`src/rtl/svlib_arb_pkg.sv`:
```
// Shared types and the round-robin pick function for the registered arbiter.
package svlib_arb_pkg;

  localparam int MAX_REQ = 16;

  typedef enum logic {
    IDLE = 1'b0,
    HOLD = 1'b1
  } state_t;

  // One-hot of the first requester found scanning ptr, ptr+1, ..., wrapping at n.
  function automatic logic [MAX_REQ-1:0] rr_pick(
    input logic [MAX_REQ-1:0] req,
    input logic [3:0]         ptr,
    input int                 n
  );
    logic [MAX_REQ-1:0] onehot;
    logic               found;
    int                 idx;
    onehot = '0;
    found  = 1'b0;
    for (int k = 0; k < MAX_REQ; k++) begin
      idx = int'(ptr) + k;
      if (idx >= n) idx = idx - n;
      if ((k < n) && !found && req[idx[3:0]]) begin
        onehot[idx[3:0]] = 1'b1;
        found            = 1'b1;
      end
    end
    return onehot;
  endfunction

endpackage

```
`src/rtl/rr_reg_arbiter_if.sv`:
```
// Requester-side and consumer-side signals of the registered round-robin arbiter.
interface rr_reg_arbiter_if #(
  parameter int WIDTH = 8,
  parameter int N_REQ = 4
);
  localparam int SRC_W = (N_REQ > 1) ? $clog2(N_REQ) : 1;

  logic [N_REQ-1:0] req;
  logic [WIDTH-1:0] req_data [N_REQ];
  logic [N_REQ-1:0] gnt;
  logic             out_valid;
  logic             out_ready;
  logic [WIDTH-1:0] out_data;
  logic [SRC_W-1:0] out_src;

  modport slave (
    input  req, req_data, out_ready,
    output gnt, out_valid, out_data, out_src
  );

  modport master (
    output req, req_data, out_ready,
    input  gnt, out_valid, out_data, out_src
  );
endinterface

```
`src/rtl/dff_async_rst_n_en.sv`:
```
// Enabled register with asynchronous active-low clear.
module dff_async_rst_n_en #(
  parameter int W = 1
) (
  input  logic         clk,
  input  logic         rst_n,
  input  logic         en,
  input  logic [W-1:0] d,
  output logic [W-1:0] q
);

  always_ff @(posedge clk or negedge rst_n) begin
    if (!rst_n)  q <= '0;
    else if (en) q <= d;
  end

endmodule

```
`src/rtl/rr_reg_arbiter.sv`:
```
// Round-robin arbiter feeding a single shared output register (IDLE = empty, HOLD = full).
module rr_reg_arbiter
  import svlib_arb_pkg::*;
#(
  parameter int WIDTH = 8,
  parameter int N_REQ = 4
) (
  input  logic              clk,
  input  logic              async_rst_n,
  rr_reg_arbiter_if.slave   bus,
  output state_t            state_dbg
);

  localparam int SRC_W = (N_REQ > 1) ? $clog2(N_REQ) : 1;

  // Handshakes: requester i transfers on an edge with req[i] & gnt[i]; the consumer
  // takes out_data on an edge with out_valid & out_ready. A grant is offered only when
  // the register is empty or is being emptied on the same edge.
  state_t             state, state_nxt;
  logic [SRC_W-1:0]   ptr, ptr_nxt, win_idx;
  logic [MAX_REQ-1:0] req_ext;
  logic [3:0]         ptr_ext;
  logic [N_REQ-1:0]   gnt;
  logic               grant_en, xfer, consume;
  logic [WIDTH-1:0]   win_data;
  logic [WIDTH+SRC_W-1:0] held;

  always_comb begin
    req_ext              = '0;
    req_ext[N_REQ-1:0]   = bus.req;
    ptr_ext              = '0;
    ptr_ext[SRC_W-1:0]   = ptr;
    grant_en = async_rst_n && ((state == IDLE) || bus.out_ready);
    gnt      = grant_en ? N_REQ'(rr_pick(req_ext, ptr_ext, N_REQ)) : '0;
    xfer     = |gnt;
    consume  = (state == HOLD) && bus.out_ready;
  end

  always_comb begin
    win_idx = '0;
    for (int i = 0; i < N_REQ; i++) begin
      if (gnt[i]) win_idx = SRC_W'(i);
    end
    win_data = bus.req_data[win_idx];
  end

  always_comb begin
    ptr_nxt = ptr;
    if (xfer) ptr_nxt = (win_idx == SRC_W'(N_REQ - 1)) ? '0 : win_idx + 1'b1;
  end

  always_comb begin
    state_nxt = state;
    case (state)
      IDLE:    if (xfer) state_nxt = HOLD;
      HOLD:    if (consume && !xfer) state_nxt = IDLE;
      default: state_nxt = IDLE;
    endcase
  end

  always_ff @(posedge clk or negedge async_rst_n) begin
    if (!async_rst_n) begin
      state <= IDLE;
      ptr   <= '0;
    end else begin
      state <= state_nxt;
      ptr   <= ptr_nxt;
    end
  end

  dff_async_rst_n_en #(.W(WIDTH + SRC_W)) u_store (
    .clk   (clk),
    .rst_n (async_rst_n),
    .en    (xfer),
    .d     ({win_data, win_idx}),
    .q     (held)
  );

  assign bus.gnt       = gnt;
  assign bus.out_valid = (state == HOLD);
  assign bus.out_data  = held[WIDTH+SRC_W-1:SRC_W];
  assign bus.out_src   = held[SRC_W-1:0];
  assign state_dbg     = state;

endmodule

```
`src/flat_wrapper.sv`:
```
// flat-port wrapper written by rule: the top's interface ports become plain ports
module rr_reg_arbiter_flat import svlib_arb_pkg::*;
#(
  parameter int WIDTH = 8,
  parameter int N_REQ = 4
)
  (clk, async_rst_n, state_dbg, bus_req, bus_req_data, bus_out_ready, bus_gnt, bus_out_valid, bus_out_data, bus_out_src);
  rr_reg_arbiter_if #(.WIDTH(WIDTH), .N_REQ(N_REQ)) bus_i ();
  input  logic clk;
  input  logic async_rst_n;
  output state_t state_dbg;
  input wire logic [$bits(bus_i.req)-1:0] bus_req;
  input wire logic [$bits(bus_i.req_data)-1:0] bus_req_data;
  input wire logic [$bits(bus_i.out_ready)-1:0] bus_out_ready;
  output wire logic [$bits(bus_i.gnt)-1:0] bus_gnt;
  output wire logic [$bits(bus_i.out_valid)-1:0] bus_out_valid;
  output wire logic [$bits(bus_i.out_data)-1:0] bus_out_data;
  output wire logic [$bits(bus_i.out_src)-1:0] bus_out_src;
  assign bus_i.req = bus_req;
  assign bus_i.req_data = {>>{bus_req_data}};
  assign bus_i.out_ready = bus_out_ready;
  assign bus_gnt = bus_i.gnt;
  assign bus_out_valid = bus_i.out_valid;
  assign bus_out_data = bus_i.out_data;
  assign bus_out_src = bus_i.out_src;
  rr_reg_arbiter #(.WIDTH(WIDTH), .N_REQ(N_REQ)) u_core (.clk(clk), .async_rst_n(async_rst_n), .bus(bus_i), .state_dbg(state_dbg));
endmodule
```
`config.mk`:
```
export PLATFORM = sky130hd
export DESIGN_NAME = rr_reg_arbiter_flat
export DESIGN_NICKNAME = d
export VERILOG_FILES = /design/src/rtl/svlib_arb_pkg.sv /design/src/rtl/rr_reg_arbiter_if.sv /design/src/rtl/dff_async_rst_n_en.sv /design/src/rtl/rr_reg_arbiter.sv /design/src/flat_wrapper.sv
export SDC_FILE = /design/constraint.sdc
export NUM_CORES = 1
export LEC_CHECK = 0
export CAP_MARGIN = 20
export CORE_UTILIZATION = 41
export CTS_BUF_LIST = sky130_fd_sc_hd__clkbuf_2 sky130_fd_sc_hd__clkbuf_4 sky130_fd_sc_hd__clkbuf_8
export CTS_CLUSTER_DIAMETER = 80
export DETAILED_ROUTE_END_ITERATION = 10
export PLACE_DENSITY = 0.8
export SLEW_MARGIN = 30
export SYNTH_ARGS = -nofsm -noshare
export SYNTH_HDL_FRONTEND = slang
export SYNTH_SLANG_ARGS = --single-unit
```
`constraint.sdc`:
```
create_clock -name clk -period 3.7 [get_ports clk]
set_input_delay 1.11 -clock clk [delete_from_list [all_inputs] [get_ports clk]]
set_output_delay 1.11 -clock clk [all_outputs]
set_load 0.05 [all_outputs]
```
### Word level (Yosys, flattened, before mapping)

Cells that the tools add are included.

| cells by class | value |
|---|---|
| reduce and logical (&&, ||, !) cells | 16 |
| add/sub/neg operators | 8 |
| mux-type cells | 38 |
| equal/unequal tests | 1 |
| bitwise operators | 5 |
| magnitude comparators | 13 |

Operator list:

| cell | count |
|---|---|
| $ge 32x4->1 const B | 3 |
| $mux 4 | 9 |
| $lt 4x5->1 const B | 4 |
| $bmux 1 s4 | 4 |
| $bmux 8 s2 | 1 |
| $demux 1 s4 | 4 |
| $ge 4x1->1 const B | 4 |
| $mux 8 | 2 |
| $mux 1 | 14 |
| $or 4x4->4 | 3 |
| $sub 4x4->4 const B | 3 |
| $logic_and 1x1->1 | 10 |
| $add 2x2->3 const B | 2 |
| $mux 2 | 3 |
| $logic_not 1->1 | 4 |
| $reduce_or 4->1 | 1 |
| $sub 2x3->4 const B | 1 |
| $add 2x1->3 const B | 1 |
| $ge 2x3->1 const B | 1 |
| $ge 3x3->1 const B | 1 |
| $not 2->3 | 1 |
| $add 2x1->2 const B | 1 |
| $eq 2x2->1 const B | 1 |
| $pmux 1 s2 | 1 |
| 2 further kinds | 2 |

| storage, ports and cells | value |
|---|---|
| word-level logic and storage cells | 84 |
| register bits | 13 |
| bits of input ports | 39 |
| output and inout bits | 16 |

### Longest topological paths before layout

| depth | value |
|---|---|
| depth in word-level cells | 22 |
| gate-level depth with buffers | 12 |
| gate-level depth less buffers | 10 |

### Modules after synthesis

Synthesis repeated with hierarchy kept, for this count alone.

| unflattened totals | value |
|---|---|
| cell total of the unflattened synthesis | 128 |
| area total of the unflattened synthesis | 1276.2 µm² |

Modules (own cells, without submodules):

| module | cells each | area each (µm²) | seq. area each (µm²) | instances |
|---|---|---|---|---|
| rr_reg_arbiter | 107 | 864.6 | 75.1 | 1 |
| dff_async_rst_n_en | 21 | 411.6 | 250.2 | 1 |

### Worst setup path before layout

Ideal clock, no wire load.

| timing | value |
|---|---|
| path kind | input to output |
| from | in bus_req[3] |
| to | out bus_gnt[2] |
| arrival time | 2.749 ns |
| setup slack | -0.159 ns |
| path buffers | 1 |
| data required time | 2.590 ns |
| stages | 6 |
| cells stage by stage | mux4_2 > buf_6 > o31ai_2 > o221ai_2 > nand2_2 > clkinv_1 |

| on the way | value |
|---|---|
| word-level cells in the longest chain between the ends | 13 |
| elaborated cells on any way between the ends | 25 |
| those cells by class | mux (16); bitwise (3); reduce/logical (6) |

Ends and longest elaborated chain:

| item | RTL line | source |
|---|---|---|
| start: declaration | flat_wrapper.sv:12 | `input wire logic [$bits(bus_i.req)-1:0] bus_req;` |
| $bmux 1 s4 | svlib_arb_pkg.sv:25 | `if ((k < n) && !found && req[idx[3:0]]) begin` |
| $mux 1 (not written as such) | svlib_arb_pkg.sv:25 |  |
| $mux 1 | svlib_arb_pkg.sv:25 |  |
| $logic_not 1->1 | svlib_arb_pkg.sv:25 |  |
| $logic_and 1x1->1 | svlib_arb_pkg.sv:25 |  |
| $mux 1 | svlib_arb_pkg.sv:25 |  |
| $logic_not 1->1 | svlib_arb_pkg.sv:25 |  |
| $logic_and 1x1->1 | svlib_arb_pkg.sv:25 |  |
| $mux 1 | svlib_arb_pkg.sv:25 |  |
| $logic_not 1->1 | svlib_arb_pkg.sv:25 |  |
| $logic_and 1x1->1 | svlib_arb_pkg.sv:25 |  |
| $mux 4 (*) | svlib_arb_pkg.sv:25 |  |
| $mux 4 (*) | rr_reg_arbiter.sv:34 | `gnt = grant_en ? N_REQ'(rr_pick(req_ext, ptr_ext, N_REQ)) : '0;` |
| end: declaration | flat_wrapper.sv:15 | `output wire logic [$bits(bus_i.gnt)-1:0] bus_gnt;` |

Every way passes the cells marked *; elsewhere a longest branch is shown, timed or not. The select of a mux whose other input is x is not followed.

### Worst setup path after layout

| timing | value |
|---|---|
| from | in bus_req[3] |
| to | out bus_gnt[0] |

Same word-level chain as after synthesis.

==> run_results.csv <==
group,metric,value,unit
run_status,outcome,"finished with violations",
run_status,violations,"setup timing",
route,ant_nets,0,
yosys,synth_cell_types,47,
layout,area_growth_syn_to_layout,67.85,%
sta,hold_violations,0,
global_routing,grt_overflow,0,
layout,finalNetCount,282,
global_routing,grt_max_degree,14,
yosys,synth_xor_area_share,0,%
yosys,synth_fa_ha_area_share,7.105,%
power_and_ir_drop,switching_share,50.78,%
global_routing,antenna_found_initial,0,
sta,tightestPinTransition,0.5131,ns
cts,cts_tree,"built",
worst_setup_path,crit_type,"in2out",
route,wl,4834,um
yosys,postSynthCellCount,147,
yosys,syn_nets,194,
worst_setup_path,critPathRequiredTime,2.59,ns
sta,min_period_over_period,103.3,%
yosys,avgSynthCellArea,9.584,um^2
floorplanning,num_rows,20,
floorplanning,die_w,60.62,um
cts,clock_latency,0.28,ns
route,drc,0,
power_and_ir_drop,p_int,0.001228,W
power_and_ir_drop,share_comb_of_total_power,85.5,%
yosys,syn_area,1409,um^2
yosys,async_reset_ff_share,100.0,%
placed_design,place_hpwl,3595,um
yosys,muxShareOfSynthArea,8.703,%
placed_design,io_buffers,54,
yosys,yosysTopAreaCell,"dfrtp_1",
cts,cts_buffer_depth,2,
sta,relSlewSlack,65.68,%
layout,num_antenna_cells,0,
yosys,synth_top_family_by_area,"compound AO/OA/AOI/OAI gates",
power_and_ir_drop,p_leak,0.9883,nW
sta,setup_slack,-0.1230,ns
cts,cts_root_buf,"clkbuf_4",
cts,clock_sinks,13,
worst_setup_path,cp_data_arrival_time,2.71,ns
floorplanning,die-area,3675,um^2
power_and_ir_drop,power_frac_clock,3.9,%
sta,period_needed,3.823,ns
route,via_per_inst,5.579,
route,wl_per_cell,17.39,um
layout,utilization,75.00,%
cts,cts_buffers,3,
run,maxCapViolCount,0,
global_routing,grt.total_usage,26.28,%
sta,fin_worst_skew,0.008494,ns
min_path,min_path_type,"reg2reg",
yosys,ys_seq_area_share,23.09,%
route,vias,1551,
sta,setup_viol,4,
power_and_ir_drop,p_total,0.002495,W
placed_design,placed_cells,266,
sta,rsz0062_at_grt,"yes",
layout,n_fill_cell,228,
yosys,yosys_register_bits,13,
placed_design,gp_congestion,0.8143,
yosys,synth_ff_type,"dfrtp_1",
cts,cts_hold_buf,0,
yosys,synthSimpleGateAreaFrac,24.16,%
sta,max_freq,0.2616,GHz
yosys,yosysWarnings,0,
floorplanning,initial_utilization,44.68,%
cts,cts.clk_slew.worst_paths,0.07,ns
yosys,synth_compound_area_share,26.47,%
placed_design,pre_cts_slack,-0.5241,ns
sta,hold_slack,0.5158,ns
yosys,synth_edf_count,0,
worst_setup_path,path_max_fanout,5,
floorplanning,ioPinCount,55,
global_routing,first_global_vias,1539,
power_and_ir_drop,p_per_area,1055,nW/um^2
power_and_ir_drop,power.sequential.fraction,10.6,%
floorplanning,core-area,3153,um^2
worst_setup_path,start_kind,"input pin",
power_and_ir_drop,p_switching,0.001267,W
floorplanning,die_h,60.62,um
cts,htreeDepth,1,
route,drt_iter0_drc,98,
worst_setup_path,endpoint_kind,"primary output",
yosys,synth_top_area_share,23.09,%
layout,fin_cells,278,
power_and_ir_drop,peakVddDrop,0.0005812,V
sta,drv_slew,0,
yosys,synth_area_leaders,"dfrtp_1, ha_1, nand2_1, o221ai_1, mux4_1",
layout,drive_above_1_share,32.91,%
global_routing,grt_pass1_wl,7113,um
route,first_pass_iters,4,
[cell families (layout without fill, tap and decap cells)]
kind of cell | after synthesis | after routing
muxes | 7 | 7
adders and majority gates | 8 | 8
AOI/OAI and AO/OA | 41 | 41
DFF | 13 | 13
and+or+nand+nor | 54 | 54
buffers and inverters | 24 | 111
[layout make-up]
type                    count  area (um^2)  area share (%)
multi-input cells         110         1010           42.70
repair buffers             91        878.3           37.14
flip-flops and latches     13        325.3           13.76
inverters                  16        66.31           2.804
well taps                  44        55.05           2.328
clock buffers               4        30.03           1.270
[cells in the final DEF (no fill, tap or decap), drive strengths merged]
cell type,synthesis,routed
nand2b,1,1
clkdlybuf4s50,0,46
ha,8,8
inv,15,15
nor4,3,3
mux2i,1,1
nand3,9,9
o31ai,5,5
nand4bb,1,1
or2b,2,2
mux2,3,3
nor2,3,3
nor2b,1,1
and4,3,3
clkinvlp,0,1
o221a,1,1
dfrtp,13,13
nand2,21,21
a21o,1,1
a211o,1,1
clkbuf,2,4
a32oi,6,6
o21ai,3,3
buf,6,45
and3,1,1
a21oi,10,10
o221ai,10,10
or3,2,2
mux4,3,3
and2,1,1
a22oi,1,1
o311ai,2,2
a31oi,1,1
nand3b,3,3
nand4b,3,3
[metal layers]
layer	vias up	track usage (%)	share of wire (%)
met5	-	0	0
met4	0	8.766	0.95
met3	8	5.970	5.2
met2	51	45.84	54
met1	756	31.97	40
li1	736	-	-
[Yosys cell counts (2+ instances only)]
cell / n
mux2_2: 2
mux4_1: 2
o221ai_2: 3
a32oi_1: 6
nand2_2: 2
nand3_1: 8
o21ai_0: 2
buf_4: 2
inv_2: 2
o221ai_1: 7
and4_1: 3
clkbuf_8: 2
o31ai_1: 3
nand4b_1: 3
dfrtp_1: 13
nor2_1: 3
o311ai_1: 2
buf_6: 4
ha_1: 8
inv_1: 13
nand3b_1: 2
a21oi_1: 10
nor4_1: 3
nand2_1: 19
[stage by stage]
stage	TNS [ns]	instance area, um^2
floorplan	0	1423
global placement	-1.703	2185
detailed placement	-2.099	2185
CTS	-0.2937	2288
global route	-0.5800	2365
finish	-0.3805	2365
[power groups by stage]
stage          Clock [W]  Sequential [W]  Combinational [W]
3_5_place_dp           0        0.000268            0.00187
2_1_floorplan          0        0.000497            0.00103
6_report       0.0000980        0.000265            0.00213
5_1_grt         0.000108        0.000270            0.00227
4_1_cts        0.0000975        0.000265            0.00199
3_3_place_gp           0        0.000263            0.00183
[critical path: stages]
cell        delay, ns
buf_8            0.10
mux4_2           0.53
nand4bb_4        0.24
o221a_4          0.28
a21o_4           0.23
clkinvlp_4       0.09
buf_12           0.13
[flip-flops by register name (all words and copies together), names as in the netlist]
register	count
u_core.bus.out_valid	1
u_core.ptr	2
u_core.u_store.q	10
[repair_timing]
item                                    CTS  global route
pin swaps                                 5             7
cloned                                    0             0
endpoints found under the setup margin    4             4
buffers inserted                          1             7
resized for setup                        33             4
[worst paths after layout]
check	from	slack, ns	end	cells past startpoint
setup / recovery	bus_req[3]	-0.12	bus_gnt[0]	7
hold / removal	u_core.u_store.q[3]$_DFFE_PN0P_	0.52	u_core.u_store.q[3]$_DFFE_PN0P_	2
setup reg to reg	u_core.ptr[0]$_DFFE_PN0P_	0.65	u_core.u_store.q[7]$_DFFE_PN0P_	12
hold reg to reg	u_core.u_store.q[3]$_DFFE_PN0P_	0.52	u_core.u_store.q[3]$_DFFE_PN0P_	2
max in group asynchronous	async_rst_n	2.35	u_core.u_store.q[9]$_DFFE_PN0P_	2
min in group asynchronous	async_rst_n	1.18	u_core.u_store.q[5]$_DFFE_PN0P_	2
Power figures use the tool's default switching activity.
